===== src/rtl/serial_frame_tx.sv =====
// Parallel-to-serial framing transmitter: start bit, data MSB first, optional parity, one stop bit.
// Feeds a serial-in shift register; the line idles high and is driven only from captured state.
module serial_frame_tx #(
    parameter int DATA_W       = 8,
    parameter int CLKS_PER_BIT = 1,
    parameter int PARITY_EN    = 1,
    parameter int PARITY_ODD   = 0
) (
    input  logic              clk,
    input  logic              rst,
    input  logic [DATA_W-1:0] tx_data,
    input  logic              tx_valid,
    output logic              tx_ready,
    output logic              so,
    output logic              busy,
    output logic              frame_done
);

    localparam int TW = (CLKS_PER_BIT > 1) ? $clog2(CLKS_PER_BIT) : 1;
    localparam int BW = (DATA_W > 1) ? $clog2(DATA_W) : 1;
    localparam logic [TW-1:0] TIMER_LAST = TW'(CLKS_PER_BIT - 1);
    localparam logic [BW-1:0] BIT_LAST   = BW'(DATA_W - 1);

    typedef enum logic [2:0] {
        IDLE   = 3'd0,
        START  = 3'd1,
        DATA   = 3'd2,
        PARITY = 3'd3,
        STOP   = 3'd4
    } state_t;

    function automatic logic calc_parity(input logic [DATA_W-1:0] d);
        calc_parity = (PARITY_ODD != 0) ? ~(^d) : (^d);
    endfunction

    state_t            state_r, state_s;
    logic [TW-1:0]     timer_r, timer_s;
    logic [BW-1:0]     bit_cnt_r, bit_cnt_s;
    logic [DATA_W-1:0] shreg_r, shreg_s;
    logic              par_r, par_s;
    logic              so_r, so_s;
    logic              busy_r, busy_s;
    logic              done_r, done_s;
    logic              bit_end_s;
    logic              ready_s;
    logic              accept_s;

    assign bit_end_s  = (timer_r == TIMER_LAST);
    assign ready_s    = rst & ((state_r == IDLE) | ((state_r == STOP) & bit_end_s));
    assign accept_s   = tx_valid & ready_s;
    assign tx_ready   = ready_s;
    assign so         = so_r;
    assign busy       = busy_r;
    assign frame_done = done_r;

    // Next-state, next-line-value and datapath updates for the framing FSM.
    always_comb begin
        state_s   = state_r;
        timer_s   = bit_end_s ? {TW{1'b0}} : (timer_r + {{(TW-1){1'b0}}, 1'b1});
        bit_cnt_s = bit_cnt_r;
        shreg_s   = shreg_r;
        par_s     = par_r;
        so_s      = so_r;
        done_s    = 1'b0;
        case (state_r)
            IDLE: begin
                timer_s = {TW{1'b0}};
                if (accept_s) begin
                    state_s = START;
                    shreg_s = tx_data;
                    par_s   = calc_parity(tx_data);
                    so_s    = 1'b0;
                end else begin
                    so_s = 1'b1;
                end
            end
            START: begin
                if (bit_end_s) begin
                    state_s   = DATA;
                    so_s      = shreg_r[DATA_W-1];
                    shreg_s   = shreg_r << 1;
                    bit_cnt_s = {BW{1'b0}};
                end else begin
                    state_s = START;
                end
            end
            DATA: begin
                if (bit_end_s) begin
                    if (bit_cnt_r == BIT_LAST) begin
                        if (PARITY_EN != 0) begin
                            state_s = PARITY;
                            so_s    = par_r;
                        end else begin
                            state_s = STOP;
                            so_s    = 1'b1;
                        end
                    end else begin
                        so_s      = shreg_r[DATA_W-1];
                        shreg_s   = shreg_r << 1;
                        bit_cnt_s = bit_cnt_r + {{(BW-1){1'b0}}, 1'b1};
                    end
                end else begin
                    state_s = DATA;
                end
            end
            PARITY: begin
                if (bit_end_s) begin
                    state_s = STOP;
                    so_s    = 1'b1;
                end else begin
                    state_s = PARITY;
                end
            end
            STOP: begin
                if (bit_end_s) begin
                    done_s = 1'b1;
                    // Back-to-back accept skips IDLE so no idle bit separates frames.
                    if (accept_s) begin
                        state_s = START;
                        shreg_s = tx_data;
                        par_s   = calc_parity(tx_data);
                        so_s    = 1'b0;
                    end else begin
                        state_s = IDLE;
                        so_s    = 1'b1;
                    end
                end else begin
                    state_s = STOP;
                end
            end
            default: begin
                state_s = IDLE;
                timer_s = {TW{1'b0}};
                so_s    = 1'b1;
            end
        endcase
        busy_s = (state_s != IDLE);
    end

    // State and output registers with synchronous active-low reset.
    always_ff @(posedge clk) begin
        if (!rst) begin
            state_r   <= IDLE;
            timer_r   <= {TW{1'b0}};
            bit_cnt_r <= {BW{1'b0}};
            shreg_r   <= {DATA_W{1'b0}};
            par_r     <= 1'b0;
            so_r      <= 1'b1;
            busy_r    <= 1'b0;
            done_r    <= 1'b0;
        end else begin
            state_r   <= state_s;
            timer_r   <= timer_s;
            bit_cnt_r <= bit_cnt_s;
            shreg_r   <= shreg_s;
            par_r     <= par_s;
            so_r      <= so_s;
            busy_r    <= busy_s;
            done_r    <= done_s;
        end
    end

endmodule

===== config.mk =====
export PLATFORM = sky130hd
export DESIGN_NAME = serial_frame_tx
export DESIGN_NICKNAME = d
export VERILOG_FILES = /design/src/rtl/serial_frame_tx.sv
export SDC_FILE = /design/constraint.sdc
export NUM_CORES = 1
export LEC_CHECK = 0
export CAP_MARGIN = 20
export CORE_ASPECT_RATIO = 0.8
export CORE_UTILIZATION = 40
export DETAILED_ROUTE_END_ITERATION = 7
export SLEW_MARGIN = 25
export SYNTH_ARGS = -nofsm -noshare
export SYNTH_HDL_FRONTEND = slang
export SYNTH_SLANG_ARGS = --single-unit
export TNS_END_PERCENT = 50

===== constraint.sdc =====
create_clock -name clk -period 2.7 [get_ports clk]
set_input_delay 0.54 -clock clk [delete_from_list [all_inputs] [get_ports clk]]
set_output_delay 0.54 -clock clk [all_outputs]
set_load 0.05 [all_outputs]

# Word level (Yosys, flattened, before mapping)
# Index checks and enable logic that the tools add are counted.
word_totals:
  output_inout_bits: 4
  reg_bits: 19
  in_bits: 11
classes:
  eq_ne: 10
  reduce_logical: 13
  bitwise_logic: 5
  n_addsub: 2
  n_mux: 29
op_table:
  columns: ["op", "count"]
  rows:
  - ["8-bit two-way mux", 5]
  - ["8-bit case mux with 4 select lines", 1]
  - ["3-bit two-way mux", 8]
  - ["3-bit case mux with 5 select lines", 1]
  - ["1-bit two-way mux", 10]
  - ["2-bit inequality test (second input constant)", 5]
  - ["4-bit AND reduction", 2]
  - ["8-bit XOR reduction", 1]
  - ["3-bit by 2-bit == test with 1-bit output (second input constant)", 2]
  - ["3-bit == test (second input constant)", 2]
  - ["3-bit case mux with 2 select lines", 1]
  - ["1-bit case mux with 5 select lines", 1]
  - ["5-bit AND reduction", 1]
  - ["2-bit AND reduction", 2]
  - ["2-bit nonzero test", 2]
  - ["4-bit nonzero test", 1]
  - ["4-bit OR reduction", 1]
  - ["3-bit by 1-bit adder with 3-bit output (second input constant)", 1]
  - ["1-bit AND", 3]
  - ["3-bit by 1-bit == test with 1-bit output (second input constant)", 1]
  - ["3-bit logical NOT", 1]
  - ["3-bit AND reduction", 1]
  - ["3-bit nonzero test", 1]
  - ["2-bit two-way mux", 1]
  - ["4 further kinds", 4]

# Logic depth before layout (Yosys ltp)
logic_depth:
  ltp_word: 9
  depth_mapped: 6
  depth_no_buf: 6

# Worst setup path after synthesis
# No wires, ideal clock.
synth_path:
  kind: "register -> output"
  from: "register state_r[1]"
  to: "output tx_ready"
  arrival_time_ns: 1.189
  setup_slack_ns: 0.971
  n_path_buf: 2
  path_stages_with_launch: 5
  path_cell_list: "dfxtp_1 > buf_2 > buf_2 > nor2_1 > and3_1"
synth_via:
  elab_chain_cells: 4
  elab_cells_between_ends: 5
synth_rtl:
  columns: ["item", "line_no", "rtl"]
  rows:
  - ["start, declared", "36", "state_t state_r, state_s;"]
  - ["start signal, assigned", "152", "state_r <= state_s;"]
  - ["3-bit == test", "49", "assign ready_s = rst & ((state_r == IDLE) | ((state_r == STOP) & bit_end_s));"]
  - ["1-bit AND", "49", null]
  - ["1-bit OR *", "49", null]
  - ["1-bit AND *", "49", null]
  - ["end, declared", "13", "output logic tx_ready,"]
# Every way passes the cells marked *; elsewhere a longest branch is shown, timed or not.

# Worst setup path in the final report
layout_path:
  from: "register state_r[2]"
  to: "output tx_ready"
# The elaborated chain is that of the path after synthesis.

==> impl_results.md <==
* Slowest CP cell: dfxtp_1
* Status: complete, no violations
* Register clock-pin slew on the reported worst setup and hold paths at 0.10 ns
* Die Footprint at 2920 um^2
* Fin Hold WS at 0.493 ns
* Crit-path cells: nand2_1 -> and3_1 -> buf_12
* Vias in the first global route at 833
* Clock Path Buffers at 2
* Fin crit share at 0.825
* Global-route wire length before repair at 3820 um
* # DRC at 0
* CP endpoint kind: output pin
* Chip width at 60.1 um
* Measured slew at the worst slew-check pin at 0.680 ns
* DP Wirelength at 1740 um
* Max Cap Viol at 0
* Largest cells by area after synthesis: dfxtp_1 (35%), a221oi_1 (7.3%), xnor2_1 (7.3%)
* Initial DRC count at 41
* Post-Syn Instances at 127
* Nets at 152
* Max Fclk at 0.449 GHz
* Layout Skew at 0.00271 ns
* Setup repair bufs after CTS at 0
* Area of the mapped netlist at 1080 um^2
* Placed inst area at 1250 um^2
* Initial antenna violation count at 0
* Syn avg cell area at 8.51 um^2
* Post-Route Setup TNS at 0 ns
* Yosys top cell by area: dfxtp_1
* Worst setup path category: flip-flop to output pin
* Hold Fails Final Rpt at 0
* PostCTS Resize Cnt at 0
* Crit Path Max Fanout at 21
* RSZ-0062 raised after global routing: no
* Cts bufs inserted at 3
* Port-buffer cells at 14
* Top_reg_cell synth: dfxtp_1
* CTS Hold Buffers Added at 0
* Multi-input logic area at 658 um^2
* Utilization after layout at 0.510
* Worst hold path type: flip-flop to flip-flop
* Max-slew violations at 0
* ANT nets after route at 0
* Pre-antenna DRT Iters at 4
* CP required at 2.16 ns
* IO Pins at 15
* Slowest cell delay on critical path at 0.77 ns
* LEAKAGE at 0.461 nW
* Async S/R FF share, synth at 0
* Synth cell types at 40
* Routed via count at 974
* CP Launch Type: flip-flop
* TritonCTS clock tree: done
* N_diodes at 0
* Storage element area at 380 um^2
* Fillers at 242
* Routed WL at 2390 um
* Slew margin rel. at 0.546
* Final GP Congestion at 0.799
* Overflow left after global routing at 0
* CTS H-tree depth at 1
* Die height at 48.5 um
* Largest net degree at the start of global routing at 22
* # rows at 16
* Clock Sinks at 19
* Worst skew pair latency at 0.30 ns
* Final instance area at 1270 um^2
* Most numerous cell in the Yosys netlist: dfxtp_1
* Tmin final at 2.23 ns
* EDFF count, synth at 0
* Proportion of layout cells with a drive suffix above 1 at 0.0652
* Area grow syn2layout at 17.9%
* Initial Util at 0.432
* Synth top cells by count: dfxtp_1 (19), nor3_1 (15), nor2_1 (11), a221oi_1 (9), xnor2_1 (9)
* Drt wl/cell at 13.7 um
* Max VDD drop at 0.321 mV
* #FFs+latches synth at 19
* Count of final setup violators at 0
* Syn_nets at 140
* Yosys warning total at 0
* WP data arrival at 1.69 ns
* Vias/cell at 5.60
* GR Util All Layers at 0.172
* Synth top area share at 0.352
* Pwr dens at 533 nW/um^2
* CTS root buf: clkbuf_4
* Core area at 2500 um^2
* Seq/Total Area, Yosys at 0.352
[sequential cells by signal, indices dropped and copies added (netlist names)]
| name | count |
|---|---|
| par_r | 1 |
| so | 1 |
| frame_done | 1 |
| timer_r | 1 |
| state_r | 3 |
| shreg_r | 8 |
| bit_cnt_r | 3 |
| busy | 1 |
[routing by layer]
metal	global-route usage	up-vias	share of wire
li1	-	491	-
met1	0.248	459	0.51
met5	0	-	0
met4	0.0426	0	0.0080
met2	0.242	20	0.44
met3	0.0588	4	0.043
[through the flow]
step,worst slack (ns),cells,power [W]
floorplan,0.971,127,0.000480
global placement,0.442,170,0.000538
detailed placement,0.398,170,0.000540
CTS,0.474,174,0.000687
global route,0.356,174,0.000720
finish,0.472,174,0.000680
[area by class of cell]
cell class                 instances  area share
timing repair buffer              15       0.124
sequential                        19       0.298
tap                               36      0.0353
inverter                           2     0.00589
multi-input combinational         98       0.516
clock buffer                       4      0.0206
[worst max-delay path, delay by kind of cell (launching register included)]
family        cells  cell delay [ns]
buf+inv           1             0.15
flops             1             0.77
simple gates      2             0.46
[worst paths after layout]
check / slack [ns] / to / cells past startpoint / startpoint
max reg2reg: 0.79 / shreg_r[2] / 4 / state_r[0]
min reg2reg: 0.49 / bit_cnt_r[0] / 2 / bit_cnt_r[0]
min: 0.49 / bit_cnt_r[0] / 2 / bit_cnt_r[0]
max: 0.47 / tx_ready / 3 / state_r[2]
[where the power goes]
part | switching, W | total [W] | internal (W) | leakage [nW]
sequential | 0.0000221 | 0.000329 | 0.000307 | 0.156
clock | 0.0000863 | 0.000144 | 0.0000576 | 0.0150
combinational | 0.000111 | 0.000207 | 0.0000961 | 0.289
total | 0.000219 | 0.000680 | 0.000461 | 0.461
[placed cells by master (no fill, tap or decap), drive strengths merged, types with 2 or more instances in the layout]
cell type / synthesis / routed
ha: 2 / 2
mux2i: 2 / 2
buf: 3 / 2
and3: 4 / 4
nor2b: 3 / 3
inv: 2 / 2
dfxtp: 19 / 19
nor2: 11 / 11
xnor2: 9 / 9
or3: 2 / 2
clkbuf: 5 / 4
clkdlybuf4s50: 0 / 13
or2: 2 / 2
a221oi: 9 / 9
a21oi: 2 / 2
o21ai: 6 / 6
nor3: 15 / 15
and2: 2 / 2
nor3b: 9 / 9
nand2: 4 / 4
[cells by family (layout without fill, tap and decap cells)]
logic type / after synthesis / in the layout / synth area share
and+or+nand+nor: 58 / 58 / 0.306
DFF: 19 / 19 / 0.352
buffers and inverters: 10 / 21 / 0.0393
AOI/OAI and AO/OA: 26 / 26 / 0.185
muxes: 2 / 2 / 0.0185
other: 1 / 1 / 0.00347
adders and majority gates: 2 / 2 / 0.0231
xor gates and xnor gates: 9 / 9 / 0.0729
Note: power is estimated with default switching activity, not from simulation.
